--- config.mk ---
export PLATFORM = sky130hd
export DESIGN_NAME = alu_seq
export DESIGN_NICKNAME = d
export VERILOG_FILES = /design/src/rtl/alu_seq.sv
export SDC_FILE = /design/constraint.sdc
export NUM_CORES = 1
export LEC_CHECK = 0
export ABC_AREA = 0
export BUFFER_PORTS_ARGS = -buffer_cell sky130_fd_sc_hd__buf_2
export CAP_MARGIN = 0
export CORE_UTILIZATION = 46
export CTS_CLUSTER_DIAMETER = 60
export DETAILED_ROUTE_END_ITERATION = 10
export PLACE_DENSITY = 0.71
export SLEW_MARGIN = 10
export SYNTH_ARGS = -nofsm -noshare
export SYNTH_HDL_FRONTEND = slang
export SYNTH_SLANG_ARGS = --single-unit
export TNS_END_PERCENT = 100
--- constraint.sdc ---
create_clock -name clk_i -period 2.02 [get_ports clk_i]
set_clock_uncertainty 0.05 [all_clocks]
set_input_delay 0 -clock clk_i [delete_from_list [all_inputs] [get_ports clk_i]]
set_output_delay 0 -clock clk_i [all_outputs]
set_load 0.02 [all_outputs]
--- src/rtl/alu_seq.sv ---
// -----------------------------------------------------------------------------
// alu_seq -- registered, width-generic ALU with valid/ready handshakes.
//
// Sits between register read and writeback. Single-cycle ops (AND, OR, NOR,
// NAND, ADD, SUB, SLT) are accepted and registered on one edge, so the result
// is visible in the next cycle at a throughput of one op per cycle. The
// optional unsigned multiplier (MULU) is a shift-add loop that holds off
// upstream through in_ready until its result has been consumed.
//
// Build option:
//   ALU_SEQ_MUL_EN  defined   -> MULU (opcode 1000) is implemented.
//                   undefined -> no multiplier hardware; 1000 is illegal.
//
// Parameters:
//   WIDTH        operand/result width, 4..64.
//   CNT_W        multiply iteration counter width, $clog2(WIDTH)+1; derived
//                internally (only exists when the multiplier is built).
//
// Ports:
//   clk_i        clock, rising edge
//   rst_n        asynchronous active-low reset
//   in_valid     operation request
//   in_ready     block can accept a request this cycle
//   src1, src2   operands A and B
//   ALU_control  opcode; bit3 inverts A, bit2 inverts B
//   out_valid    result registers hold a valid result
//   out_ready    consumer takes the result this cycle
//   result       result, or low half of the product
//   result_hi    high half of the product; 0 for every other op
//   zero         result == 0 (low half only)
//   cout         carry out of the MSB (ADD/SUB only)
//   overflow     signed overflow (ADD/SUB) or product wider than WIDTH (MULU)
// -----------------------------------------------------------------------------
`default_nettype none

module alu_seq #(
  parameter int WIDTH = 32
) (
  input  logic             clk_i,
  input  logic             rst_n,
  input  logic             in_valid,
  output logic             in_ready,
  input  logic [WIDTH-1:0] src1,
  input  logic [WIDTH-1:0] src2,
  input  logic [3:0]       ALU_control,
  output logic             out_valid,
  input  logic             out_ready,
  output logic [WIDTH-1:0] result,
  output logic [WIDTH-1:0] result_hi,
  output logic             zero,
  output logic             cout,
  output logic             overflow
);

  localparam logic [3:0] OP_AND  = 4'b0000;
  localparam logic [3:0] OP_OR   = 4'b0001;
  localparam logic [3:0] OP_ADD  = 4'b0010;
  localparam logic [3:0] OP_SUB  = 4'b0110;
  localparam logic [3:0] OP_SLT  = 4'b0111;
  localparam logic [3:0] OP_NOR  = 4'b1100;
  localparam logic [3:0] OP_NAND = 4'b1101;
`ifdef ALU_SEQ_MUL_EN
  localparam logic [3:0] OP_MULU = 4'b1000;
`endif

  // ---------------------------------------------------------------------------
  // Single-cycle datapath
  // ---------------------------------------------------------------------------
  logic [WIDTH-1:0] a_eff;
  logic [WIDTH-1:0] b_eff;
  logic [WIDTH:0]   sum;
  logic             slt;
  logic [WIDTH-1:0] sc_result;
  logic             sc_cout;
  logic             sc_ovf;

  // NOR and NAND are AND/OR with both inputs inverted (De Morgan), so the
  // invert bits of the opcode are applied directly to the operands.
  assign a_eff = ALU_control[3] ? ~src1 : src1;
  assign b_eff = ALU_control[2] ? ~src2 : src2;

  // SUB = A + ~B + 1: the B-invert bit doubles as the carry-in.
  assign sum = {1'b0, src1} + {1'b0, b_eff} + {{WIDTH{1'b0}}, ALU_control[2]};

  // A true signed compare, not the sign of (src1 - src2), so SLT stays correct
  // when the subtraction overflows.
  assign slt = $signed(src1) < $signed(src2);

  always_comb begin
    // NOTE: every output of a combinational block gets a default first, so no
    // opcode path can leave a value unassigned and infer a latch.
    sc_result = '0;
    sc_cout   = 1'b0;
    sc_ovf    = 1'b0;
    case (ALU_control)
      OP_AND, OP_NOR: sc_result = a_eff & b_eff;
      OP_OR, OP_NAND: sc_result = a_eff | b_eff;
      OP_ADD, OP_SUB: begin
        sc_result = sum[WIDTH-1:0];
        sc_cout   = sum[WIDTH];
        // Overflow when both addends share a sign the result does not.
        sc_ovf    = (src1[WIDTH-1] == b_eff[WIDTH-1]) &&
                    (sum[WIDTH-1] != src1[WIDTH-1]);
      end
      OP_SLT: sc_result = {{(WIDTH-1){1'b0}}, slt};
      default: ;  // illegal opcodes: result 0, flags 0
    endcase
  end

  logic accept;
  logic sc_accept;

  assign accept = in_valid && in_ready;

`ifdef ALU_SEQ_MUL_EN
  // ---------------------------------------------------------------------------
  // Multiplier FSM and shift-add datapath
  // ---------------------------------------------------------------------------
  localparam int CNT_W = $clog2(WIDTH) + 1;

  typedef enum logic [1:0] {
    S_IDLE,
    S_MUL,
    S_DONE
  } state_e;

  state_e           state_q;
  state_e           state_d;
  logic [WIDTH-1:0] mcand_q;   // multiplicand
  logic [WIDTH-1:0] acc_hi_q;  // running high half of the product
  logic [WIDTH-1:0] acc_lo_q;  // multiplier, shifted out as product bits shift in
  logic [CNT_W-1:0] cnt_q;
  logic [WIDTH:0]   step_sum;
  logic             start_mul;
  logic             mul_done;

  assign start_mul = accept && (ALU_control == OP_MULU);
  assign sc_accept = accept && (ALU_control != OP_MULU);
  assign mul_done  = (state_q == S_MUL) && (cnt_q == '0);
  assign in_ready  = (state_q == S_IDLE) && (!out_valid || out_ready);

  // One extra bit keeps the carry of the partial-product add; it becomes the
  // MSB of the high accumulator after the shift.
  assign step_sum = {1'b0, acc_hi_q} + (acc_lo_q[0] ? {1'b0, mcand_q} : '0);

  always_comb begin
    state_d = state_q;
    case (state_q)
      S_IDLE:  if (start_mul)     state_d = S_MUL;
      S_MUL:   if (cnt_q == '0)   state_d = S_DONE;
      S_DONE:  if (out_ready)     state_d = S_IDLE;
      default:                    state_d = S_IDLE;
    endcase
  end

  always_ff @(posedge clk_i or negedge rst_n) begin
    // NOTE: state registers use non-blocking assignment so every flop samples
    // pre-edge values and simulation matches the synthesised hardware.
    if (!rst_n) state_q <= S_IDLE;
    else        state_q <= state_d;
  end

  always_ff @(posedge clk_i or negedge rst_n) begin
    // NOTE: the accumulators and counter are reset as well, so a multiply
    // aborted by reset leaves no partial product to leak into a later one.
    if (!rst_n) begin
      mcand_q  <= '0;
      acc_hi_q <= '0;
      acc_lo_q <= '0;
      cnt_q    <= '0;
    end else if (start_mul) begin
      mcand_q  <= src1;
      acc_lo_q <= src2;
      acc_hi_q <= '0;
      cnt_q    <= CNT_W'(WIDTH);
    end else if ((state_q == S_MUL) && (cnt_q != '0)) begin
      acc_hi_q <= step_sum[WIDTH:1];
      acc_lo_q <= {step_sum[0], acc_lo_q[WIDTH-1:1]};
      cnt_q    <= cnt_q - 1'b1;
    end
  end
`else
  // Without the multiplier the block never leaves IDLE.
  assign sc_accept = accept;
  assign in_ready  = !out_valid || out_ready;
`endif

  // ---------------------------------------------------------------------------
  // Output registers. Nothing is loaded while out_valid && !out_ready (no
  // accept is possible then), which freezes all outputs for the consumer.
  // ---------------------------------------------------------------------------
  always_ff @(posedge clk_i or negedge rst_n) begin
    if (!rst_n) begin
      result    <= '0;
      result_hi <= '0;
      zero      <= 1'b0;
      cout      <= 1'b0;
      overflow  <= 1'b0;
      out_valid <= 1'b0;
    end else if (sc_accept) begin
      // Also covers the back-to-back case: a result consumed on this edge is
      // replaced by the new one and out_valid stays high.
      result    <= sc_result;
      result_hi <= '0;
      zero      <= (sc_result == '0);
      cout      <= sc_cout;
      overflow  <= sc_ovf;
      out_valid <= 1'b1;
`ifdef ALU_SEQ_MUL_EN
    end else if (mul_done) begin
      result    <= acc_lo_q;
      result_hi <= acc_hi_q;
      zero      <= (acc_lo_q == '0);
      cout      <= 1'b0;
      overflow  <= (acc_hi_q != '0);
      out_valid <= 1'b1;
`endif
    end else if (out_ready) begin
      out_valid <= 1'b0;
    end
  end

endmodule

`default_nettype wire

==> results of run 1 <==
sequential cells by signal, indices dropped and copies added (netlist names):
| name | count |
|---|---|
| cout | 1 |
| out_valid | 1 |
| overflow | 1 |
| result | 32 |
| zero | 1 |
area by class of cell:
cell class,count,area [um2],area share [%]
Sequential cell,36,901,9.04
Clock buffer,7,153,1.53
Inverter,42,160,1.61
Timing Repair Buffer,420,3080,30.9
Tap cell,172,215,2.16
Multi-Input combinational cell,719,5460,54.8
worst max-delay path, delay by kind of cell:
kind	cells	cell delay, ps
AOI/OAI and AO/OA	5	1120
and+or+nand+nor	5	890
buffers and inverters	3	400
adders and majority gates	1	280
muxes	1	220
metrics by stage:
stage | TNS, ps | instances | hold slack [ps]
floorplan | -14170 | 870 | -346
global placement | -16550 | 1360 | 71.7
detailed placement | -17450 | 1360 | 68.4
CTS | -7280 | 1393 | 29.1
global route | -11910 | 1396 | 87.7
finish | -8930 | 1396 | 50.1
cell families after synthesis:
kind of cell	Yosys count
compound gates	305
xor+xnor	53
fa+ha+maj	72
buf+inv	115
flops	36
mux	23
other cells	1
simple gates	234
power breakdown:
group          internal, mW  switching (mW)  total (mW)
clock                 0.517           0.279       0.796
combinational          1.64            1.83        3.47
sequential            0.816          0.0535       0.870
total                  2.97            2.16        5.13
worst min path at each step:
| stage | startpoint | end | slack, ps | depth (start not counted) |
|---|---|---|---|---|
| after floorplan | rst_n | cout$_DFFE_PN0P_ | -350 | 0 |
| after global placement | rst_n | result[24]$_DFFE_PN0P_ | 70 | 1 |
| after detailed placement | rst_n | result[24]$_DFFE_PN0P_ | 70 | 1 |
| after CTS | out_ready | out_valid$_DFFE_PN0P_ | 30 | 3 |
| after global routing | out_ready | out_valid$_DFFE_PN0P_ | 90 | 3 |
| final | out_ready | out_valid$_DFFE_PN0P_ | 50 | 3 |
cells in the mapped netlist (all sizes together) (17+ instances only):
cell type / count / area, um2
mux2i: 17 / 183
nand2: 92 / 345
inv: 42 / 158
xor2: 39 / 349
nor2: 48 / 180
ha: 63 / 788
buf: 39 / 284
clkbuf: 34 / 128
a21o: 20 / 150
nand3: 18 / 90.1
dfrtp: 36 / 901
o21ai: 96 / 480
a21oi: 93 / 488
layer usage:
metal  GRT usage [%]  vias to the layer above
met2            62.7                      376
met1            37.5                     3761
li1                -                     3776
met3            4.07                      145
met5               0                        -
met4            27.8                        0
repair_timing:
item | CTS | global route
pin swaps | 54 | 30
resized for setup | 92 | 65
setup endpoints to repair | 29 | 29
endpoints found under the hold margin | 38 | 0
buffers inserted | 23 | 6
cloned | 1 | 1
hold buffers | 2 | 0
==> results.json, run 1 <==
{
  "rsz0062_at_grt": "yes",
  "wire_per_inst_um": 17.9,
  "post-route-cell-area_mm2": 0.00996,
  "die_y_um": 117,
  "rrSetupSlack_ps": -250,
  "crit_arrival_ps": 2920,
  "top_layer": "met4",
  "dr.pass1.iters": 7,
  "final_cell_mix": "283 x buf_4, 105 x buf_2, 88 x nand2_1",
  "cp.required_ps": 2150,
  "wl_um": 25000,
  "yosys.area_share.simple_pct": 17.9,
  "synth-compound-area-share_pct": 31.6,
  "dpl-instance-area_mm2": 0.00885,
  "pin_count": 141,
  "grt_max_degree": 62,
  "grt_pass1_vias": 7785,
  "fin_util_pct": 78.0,
  "outcome": "complete, but fails checks",
  "seq_area_frac_synth_pct": 14.7,
  "hpwlAfterDp_um": 18700,
  "grt_pass1_wl_um": 36900,
  "finalCriticalPeriod_ps": 2790,
  "yosysUniqueCellTypes": 73,
  "die_w_um": 117,
  "timing.rr.end": "zero$_DFFE_PN0P_",
  "synth_top_family_by_area": "compound AO/OA/AOI/OAI gates",
  "fmaxAchievable_mhz": 358,
  "final_common_cell": "buf_4",
  "ys.flop_type": "dfrtp_1",
  "cp-endpoint": "zero$_DFFE_PN0P_",
  "ys_async_sr_fraction_pct": 100,
  "nets": 1360,
  "gp_congestion": 1.01,
  "area_delta_synth_final_pct": 63.0,
  "slew_viol_final": 0,
  "end_kind": "flop",
  "yosys_warnings": 0,
  "groute.usage.overall_pct": 35.0,
  "drtIter0Drc": 497,
  "synth.mux.area_fraction_pct": 4.10,
  "worst_slack_ps": -775,
  "drcViolationCount": 0,
  "drive_gt1_share_pct": 45.6,
  "cts_made_buffers": 5,
  "place_ws_ps": -1080,
  "crit_path_start_kind": "primary input",
  "vias_per_cell": 5.77,
  "tightestPinTransition_ps": 782,
  "crit_path_max_incr_delay_ps": 340,
  "clk_latency_ps": 280,
  "clock_path_buffers": 2,
  "reg2reg_from": "out_valid$_DFFE_PN0P_",
  "h-tree-depth": 2,
  "die-area_mm2": 0.0137,
  "met2WireLength_um": 12000,
  "met3_length_um": 1460,
  "cpMostUsedCell": "nand4_1",
  "peakVddDrop_mv": 0.344,
  "drv_cap": 0,
  "ant_nets": 0,
  "antenna_found_initial": 0,
  "cts_tree": "built",
  "critical_path.cell_chain": "buf_12 > buf_16 > mux2i_4 > fa_2 > nor2b_4 > o2111ai_4 > a21oi_4 > buf_6 > o31a_1 > or3_1 > a32oi_2 > nand4_1 > nor3b_2 > nand4_1 > o41ai_2",
  "synthCells": 839,
  "vias": 8058,
  "post_synth_fa_ha_maj_area_fraction_pct": 14.5,
  "gr-total-overflow": 0,
  "synth_edf_count": 0,
  "cts_root_buf": "clkbuf_16",
  "portBuffers": 108,
  "cts.sinks": 36,
  "avgSynthCellArea_um2": 7.28,
  "critical_path_class": "primary input to flop",
  "n_antenna_cell": 0,
  "setup_viol": 24,
  "cp-startpoint": "ALU_control[2]",
  "power.density_mw_per_mm2": 515,
  "clk_pin_slew_worst_paths_ps": 50,
  "power_mw": 5.13,
  "routedLengthMet1_um": 9360,
  "crit_slowest_cell": "or3_1",
  "violations": "setup timing",
  "maxSlewHeadroom_pct": 47.9,
  "rows": 41,
  "hold_path_class": "primary input to flop",
  "fillCellCount": 893,
  "r2r_cells": 9,
  "crit_fanout": 11,
  "ys_ff_latch": 36,
  "finalHoldViolations": 0,
  "finalCritPeriodShare_pct": 138,
  "core_mm2": 0.0128,
  "start_util_pct": 47.8,
  "netlist_area_mm2": 0.00611,
  "synth_xor_area_share_pct": 7.72,
  "power.leakage_nw": 4.89
}
Note: power is estimated with default switching activity, not from simulation.
==> run 2, diff against run 1 <==
Settings changed: ABC_AREA 0 to 1, PLACE_DENSITY 0.71 to 0.7.
==> run 2 against run 1 <==
Non-clock buffer count is 115 lower; maximum frequency rose by 31%; cell count increased by 11%; sequential share of layout area is essentially flat; the flow still finishes with violations (setup timing); via count shrank 1.6%; hold slack better by 100 ps; largest power group unchanged; critical path type unchanged; combinational power decreased by 1%; wire length shrank 6.4%.
==> results.json, run 2 <==
{
  "outcome": "complete, but fails checks",
  "violations": "setup timing",
  "die_y_um": 120,
  "clock_path_buffers": 2,
  "cts_tree": "built",
  "power.density_mw_per_mm2": 506,
  "yosys_warnings": 0,
  "cp.required_ps": 2190,
  "start_util_pct": 47.8,
  "cts_root_buf": "clkbuf_16",
  "grt_pass1_vias": 7308,
  "cts_made_buffers": 5,
  "yosysMostFrequentCell": "nand2_1",
  "crit_fanout": 5,
  "seq_area_frac_synth_pct": 14.0,
  "dpl-instance-area_mm2": 0.00835,
  "slew_viol_final": 0,
  "critical_path.cell_chain": "buf_12 > buf_16 > buf_4 > xor2_4 > ha_4 > nand2_4 > nor2_4 > buf_4 > nand2_2 > nor3_2 > nand2_1 > nand2_1 > nand2_1 > nand3_2 > nand2_1 > nor2_2 > nand3_2 > nor2_4 > nand3_2 > nand2_1",
  "groute.usage.overall_pct": 31.3,
  "place_ws_ps": -535,
  "gr-total-overflow": 0,
  "ys.flop_type": "dfrtp_1",
  "end_kind": "flop",
  "setup_viol": 1,
  "n_antenna_cell": 0,
  "die-area_mm2": 0.0144,
  "synthCells": 1080,
  "grt_pass1_wl_um": 36000,
  "synth_area_leaders": "nand2_1 20%, dfrtp_1 14%, ha_1 12%",
  "crit_path_max_incr_delay_ps": 330,
  "ant_nets": 0,
  "rrSetupSlack_ps": 280,
  "vias_per_cell": 5.14,
  "use_met3_pct": 3.68,
  "yosys.area.top_type": "nand2_1",
  "wire_per_inst_um": 15.2,
  "drv_cap": 0,
  "portBuffers": 108,
  "finalHoldViolations": 0,
  "crit_family": "simple AND/OR/NAND/NOR gates",
  "final_common_cell": "nand2_1",
  "h-tree-depth": 2,
  "grt_max_degree": 41,
  "reg2reg_from": "out_valid$_DFFE_PN0P_",
  "peakVddDrop_mv": 0.318,
  "worst_slack_ps": -109,
  "drcViolationCount": 0,
  "hpwlAfterDp_um": 17300,
  "r2r_cells": 13,
  "die_w_um": 120,
  "final_cell_mix": "288 x nand2_1, 185 x buf_4, 158 x inv_1",
  "regMostFlops": "result",
  "post-route-cell-area_mm2": 0.0100,
  "hp-start": "src1[31]",
  "tightestPinTransition_ps": 799,
  "pin_count": 141,
  "area_delta_synth_final_pct": 55.9,
  "synthTopCellsByCount": "350 x nand2_1, 180 x inv_1, 89 x nor2_1, 69 x nand3_1, 63 x ha_1",
  "nets": 1503,
  "grt_use_met1_pct": 44.7,
  "ys_async_sr_fraction_pct": 100,
  "hold_path_class": "primary input to flop",
  "vias": 7933,
  "clk_pin_slew_worst_paths_ps": 50,
  "antenna_found_initial": 0,
  "grt-busiest-layer": "met2",
  "crit_path_start_kind": "primary input",
  "fmaxAchievable_mhz": 470,
  "maxSlewHeadroom_pct": 46.7,
  "wl_um": 23500,
  "drive_gt1_share_pct": 40.1,
  "core_mm2": 0.0135,
  "dr.pass1.iters": 6,
  "rows": 42,
  "critical_path_class": "primary input to flop",
  "crit_slowest_cell": "ha_4",
  "avgSynthCellArea_um2": 5.95,
  "drtIter0Drc": 798,
  "finalCritPeriodShare_pct": 105,
  "gp_congestion": 0.962,
  "yosysTopAreaCellShare_pct": 20.4,
  "synth_edf_count": 0,
  "largest_reg_flops": 32,
  "grt_use_met2_pct": 49.6,
  "fillCellCount": 1063,
  "cts.sinks": 36,
  "power.leakage_nw": 5.29,
  "cp.buffers_inverters": 4,
  "critical_path_cell_count": 20,
  "netlist_area_mm2": 0.00642,
  "crit_arrival_ps": 2300,
  "clk_latency_ps": 270,
  "ys_ff_latch": 36,
  "timing.rr.end": "zero$_DFFE_PN0P_",
  "finalCriticalPeriod_ps": 2130,
  "min_path_cells": 4,
  "yosysUniqueCellTypes": 40,
  "cpMostUsedCell": "nand2_1",
  "rsz0062_at_grt": "yes",
  "whs_endpoint": "overflow$_DFFE_PN0P_"
}
-- run 2: changes by cell type after synthesis, moves of 11 or more --
cell	delta
mux2i_1	-16
a21o_1	-18
clkbuf_1	-26
nor2_1	+41
inv_1	+139
nand2_1	+258
a21oi_1	-46
nand3_1	+51
a211oi_1	-15
a31oi_1	+11
o21ai_0	-51
-- run 2: repair_timing --
item,4_1_cts,5_1_grt
setup endpoints to repair,12,17
gates resized for setup,164,95
endpoints found under the hold margin,37,0
hold buffers,2,0
cloned,3,0
setup buffers,21,7
pin swaps,83,54
-- run 2: tightest hold or removal path: cells and delay by family --
kind / cells / cell delay [ps]
XOR/XNOR: 1 / 120
AO/OA/AOI/OAI: 1 / 60
buffers and inverters: 2 / 260
-- run 2: worst max path at each step --
| stage | start | endpoint | slack (ps) |
|---|---|---|---|
| final | ALU_control[2] | zero$_DFFE_PN0P_ | -110 |
| after global routing | ALU_control[2] | zero$_DFFE_PN0P_ | -220 |
| after CTS | ALU_control[2] | zero$_DFFE_PN0P_ | 0.3 |
| after detailed placement | ALU_control[2] | zero$_DFFE_PN0P_ | -540 |
| after global placement | ALU_control[2] | zero$_DFFE_PN0P_ | -520 |
| after floorplan | ALU_control[2] | zero$_DFFE_PN0P_ | -100 |
-- run 2: through the flow --
step / power, mW / utilization [%] / TNS (ps) / instances / hold slack [ps]
after global placement: 3.52 / 62.1 / -5650 / 1505 / 67.1
after CTS: 4.75 / 70.9 / 0 / 1538 / 140
after detailed placement: 3.56 / 62.1 / -6860 / 1505 / 77.1
after global routing: 5.40 / 74.5 / -868 / 1544 / 158
after floorplan: 2.52 / - / -95.4 / 1111 / -346
final: 5.07 / 74.5 / -109 / 1544 / 154
-- run 2: cell families (layout without fill, tap and decap cells) --
logic type,after synthesis,in the layout,synth area share [%]
and+or+nand+nor,549,549,35.2
buffers and inverters,238,495,17.1
AOI/OAI and AO/OA,120,120,10.5
adders and majority gates,73,73,14.0
xor gates and xnor gates,63,63,9.11
DFF,36,36,14.0
other,1,32,0.0584
-- run 2: where the power goes --
group	switching, mW	internal [mW]
Clock	0.274	0.485
Sequential	0.0530	0.828
Combinational	1.94	1.49
Total	2.27	2.80
-- run 2: cell type report --
cell class	instances	area (um2)	area share, %
clock buffer	6	139	1.39
clock inverter	2	10.0	0.0999
inverter	182	683	6.82
multi-input combinational	837	5890	58.8
sequential	36	901	8.99
tap	176	220	2.20
timing repair buffer	305	2170	21.7
-- run 2: per-layer routing --
layer	part of all wire, %	vias up	wire length, um
li1	-	3897	-
met1	44	3596	10300
met2	45	393	10500
met3	9.4	47	2220
met4	2.0	0	461
met5	0	-	0
